### src/rtl/cache_arbiter.sv
// Two-cache to one-adaptor line arbiter: one 256-bit transaction at a time,
// alternating grants under contention, responses routed to the granted cache.
module cache_arbiter #(
   parameter int s_line = 256,
   parameter int s_addr = 32
) (
   input  logic              clk,
   input  logic              rst,
   input  logic              i_pmem_read,
   input  logic [s_addr-1:0] i_pmem_address,
   output logic [s_line-1:0] i_pmem_rdata,
   output logic              i_pmem_resp,
   input  logic              d_pmem_read,
   input  logic              d_pmem_write,
   input  logic [s_addr-1:0] d_pmem_address,
   input  logic [s_line-1:0] d_pmem_wdata,
   output logic [s_line-1:0] d_pmem_rdata,
   output logic              d_pmem_resp,
   output logic              pmem_read,
   output logic              pmem_write,
   output logic [s_addr-1:0] pmem_address,
   output logic [s_line-1:0] pmem_wdata,
   input  logic [s_line-1:0] pmem_rdata,
   input  logic              pmem_resp
);

   typedef enum logic [1:0] {IDLE, SERVE_I, SERVE_D, DONE} state_t;

   state_t state;
   logic   last_d;
   logic   d_req;
   logic   i_req;

   assign d_req = d_pmem_read | d_pmem_write;
   assign i_req = i_pmem_read;

   always_ff @(posedge clk) begin
      if (rst) begin
         state  <= IDLE;
         last_d <= 1'b0;
      end else begin
         unique case (state)
            IDLE: begin
               // D wins a tie only when I was served last
               if (d_req && (!i_req || !last_d))
                  state <= SERVE_D;
               else if (i_req)
                  state <= SERVE_I;
            end
            SERVE_I: begin
               if (pmem_resp) begin
                  state  <= DONE;
                  last_d <= 1'b0;
               end
            end
            SERVE_D: begin
               if (pmem_resp) begin
                  state  <= DONE;
                  last_d <= 1'b1;
               end
            end
            DONE: state <= IDLE;
            default: state <= IDLE;
         endcase
      end
   end

   assign i_pmem_rdata = pmem_rdata;
   assign d_pmem_rdata = pmem_rdata;

   always_comb begin
      pmem_read    = 1'b0;
      pmem_write   = 1'b0;
      pmem_address = '0;
      pmem_wdata   = '0;
      i_pmem_resp  = 1'b0;
      d_pmem_resp  = 1'b0;
      unique case (state)
         SERVE_I: begin
            pmem_read    = i_pmem_read;
            pmem_address = i_pmem_address;
            i_pmem_resp  = pmem_resp;
         end
         SERVE_D: begin
            pmem_read    = d_pmem_read;
            pmem_write   = d_pmem_write;
            pmem_address = d_pmem_address;
            pmem_wdata   = d_pmem_wdata;
            d_pmem_resp  = pmem_resp;
         end
         default: ;
      endcase
   end

endmodule
### config.mk
export PLATFORM = sky130hd
export DESIGN_NAME = cache_arbiter
export DESIGN_NICKNAME = d
export VERILOG_FILES = /design/src/rtl/cache_arbiter.sv
export SDC_FILE = /design/constraint.sdc
export NUM_CORES = 1
export LEC_CHECK = 0
export CELL_PAD_IN_SITES_DETAIL_PLACEMENT = 2
export CELL_PAD_IN_SITES_GLOBAL_PLACEMENT = 2
export CORE_AREA = 2 2 545 547
export CTS_BUF_LIST = sky130_fd_sc_hd__clkbuf_4 sky130_fd_sc_hd__clkbuf_8 sky130_fd_sc_hd__clkbuf_16
export DETAILED_ROUTE_END_ITERATION = 8
export DIE_AREA = 0 0 547 549
export PLACE_DENSITY = 0.45
export SLEW_MARGIN = 20
export SYNTH_ARGS = -nofsm -noshare
export SYNTH_HDL_FRONTEND = slang
export SYNTH_SLANG_ARGS = --single-unit
export TNS_END_PERCENT = 1
### constraint.sdc
create_clock -name clk -period 4.3 [get_ports clk]
set_input_delay 0.86 -clock clk [delete_from_list [all_inputs] [get_ports clk]]
set_output_delay 0.86 -clock clk [all_outputs]
set_load 0.05 [all_outputs]
==> flow_summary.ini <==
[logic_synthesis]
synth-seq-cells = 3
synth_top_area_share = 0.610
yosys_warnings = 0
yosysMostFrequentCell = buf_4
syn_inst = 902
synth.net_count = 1488
seq_area_frac_synth = 0.00952
synth_top_area_cell = buf_4
synthTopCellsByCount = buf_4 (512), and2_1 (257), clkbuf_1 (39), a22oi_1 (34), nor2b_1 (33)
syn_avg_cell_area_sq_um = 6.99
synth_cell_types = 17
yosys_most_used_dff = dfxtp_1
synth_edf_count = 0
yosys-top-cells-area = buf_4 (61%), and2_1 (25%), a22oi_1 (4.0%)
synthesis.area_sq_um = 6310
async_flop_share = 0

[routing]
first_pass_iters = 4
drc = 0
avgRoutedWirePerCell_microns = 33.1
antenna_left = 0
drt_wl_total_microns = 165000
drt_iter0_drc = 217
num_vias = 6741
routed_via_density = 1.36

[critical_path]
cp.depth = 4
timing.rr.end = state[0]$_SDFFE_PP0P_
critical_path_class = reg2out
worstPathRequired_ps = 3440
critPathArrivalTime_ps = 2830
slowest_delay_ps = 910
start_kind = flop
r2r_cells = 5
r2r_slack_ps = 2150
crit_path_end_kind = output port
timing.rr.start = state[1]$_SDFFE_PP0P_
slowest_stage = clkdlybuf4s50_1
path_cells = inv_1 > ha_2 > nor2b_1 > clkdlybuf4s50_1
worst-path-max-fanout = 34
cpLargestDelayFamily = buffers and inverters
crit_buf_inv = 2

[global_routing]
grt_max_degree = 56
grt_pass1_vias = 7020
antenna_found_initial = 103
grt_pass1_wl_microns = 181000
grt_overflow_total = 0
grt_util_all_layers = 0.104

[timing]
final.setup.tns_ps = 0
fin_crit_sh = 0.858
rsz0062_at_grt = false
setup_viol = 0
finalMaxSlewViolations = 0
whs_ps = 517
fmax_ghz = 0.271
period_needed_ps = 3690
clock-skew-final_ps = 1.00
hold_viol = 0
tightest_slew_ps = 1050
maxSlewHeadroom = 0.301

[placement]
hpwl_microns = 158000
io_buffers = 617
gp_congestion = 0.956

[worst_hold_path]
hp-class = reg2reg
whs_path_depth = 2
holdPathEnd = last_d$_SDFFE_PP0P_
min_from = last_d$_SDFFE_PP0P_

[die]
rows = 200
die-height_microns = 549
die_w_microns = 547
pin_count = 1386
initial_utilization = 0.0214
dieArea_sq_um = 300000
core-area_sq_um = 295000

[clocking]
insertion_delay_ps = 220
numCtsBuffers = 3
cts-root-buf = clkbuf_16
htree_levels = 1
path_clk_slew_ps = 30
cts_tree = done
cts_setup_buffers = 0
clock_sinks = 3
cts.path.max_buffers = 2
holdBufCountCts = 0
cts_resized = 0

[layout]
post-route-util = 0.0459
final_nets = 1595
areaGrowthSynthToFinish_pct = 115
drive_gt1_frac = 0.191

[run]
cap_violations = 0

[pwr]
leakage_uw = 0.00374
p_per_area_nw_per_um2 = 595
vdd_drop_max_mv = 0.238

[outcome]
status = complete, no violations
## worst reg2reg max path, stage by stage, from the launching register on
cell and delay, ps:
dfxtp_1 430, inv_1 120, ha_2 860, buf_4 260, a21boi_4 60, a2111oi_2 300
## area by class of cell
cell class                 count  area (sq um)
multi-input combinational    344          2260
timing repair buffer         653          6130
clock buffer                   4          82.6
fill                       35200        282000
inverter                       4          15.0
antenna                       23          57.6
sequential                     3          60.1
tap                         3939          4930
## registers in the layout (all words and copies together), names as in the netlist
signal and count:
state 2, last_d 1
## through the flow
step                setup WS (ps)  total power [uW]  std cells  cell area, sq um
detailed placement            650              8240       4943             13400
floorplan                    1600              5280        902              6310
finish                        613              8040       4970             13500
global route                  447              8420       4948             13500
CTS                           496              8420       4947             13500
global placement              610              8240       4943             13400
## power by group
part	switching (uW)	leakage, uW	internal (uW)
combinational	5700	0.00368	2140
sequential	14.9	0.0000248	39.9
clock	26.5	0.0000417	129
total	5740	0.00374	2310
## how the worst max path moves through the flow
stage | end | slack, ps | from
after detailed placement | pmem_wdata[165] | 650 | d_pmem_wdata[165]
after global routing | pmem_address[18] | 450 | state[1]$_SDFFE_PP0P_
after CTS | pmem_address[18] | 500 | state[1]$_SDFFE_PP0P_
final | pmem_address[18] | 610 | state[1]$_SDFFE_PP0P_
after global placement | pmem_wdata[165] | 610 | d_pmem_wdata[165]
after floorplan | pmem_address[0] | 1600 | state[0]$_SDFFE_PP0P_
## cell families after synthesis
| group | count (synthesis) | synth area share |
|---|---|---|
| adder cells (fa/ha/maj) | 4 | 0.00794 |
| AND/OR/NAND/NOR | 302 | 0.298 |
| AO/OA/AOI/OAI | 38 | 0.0496 |
| buffers and inverters | 555 | 0.635 |
| flip-flops | 3 | 0.00952 |
## layout by cell type (no fill, tap or decap), types with 2 or more instances in the layout
cell type        instances
diode_2                 23
clkdlybuf4s50_1        474
inv_1                    4
buf_12                   3
clkbuf_16                3
ha_2                     3
nand2_1                  3
nor2_1                   5
dfxtp_1                  3
and2_1                 257
buf_4                  176
nor2b_1                 33
a22oi_1                 34
a2111oi_2                2
## routing by layer
layer,GRT usage,vias up,wire length (microns)
met5,0,-,9
met4,0.0477,2,9300
met3,0.107,394,38600
met2,0.170,1088,74500
met1,0.0804,2783,42200
li1,-,2474,-
No activity file was read; power rests on OpenSTA's default activity.
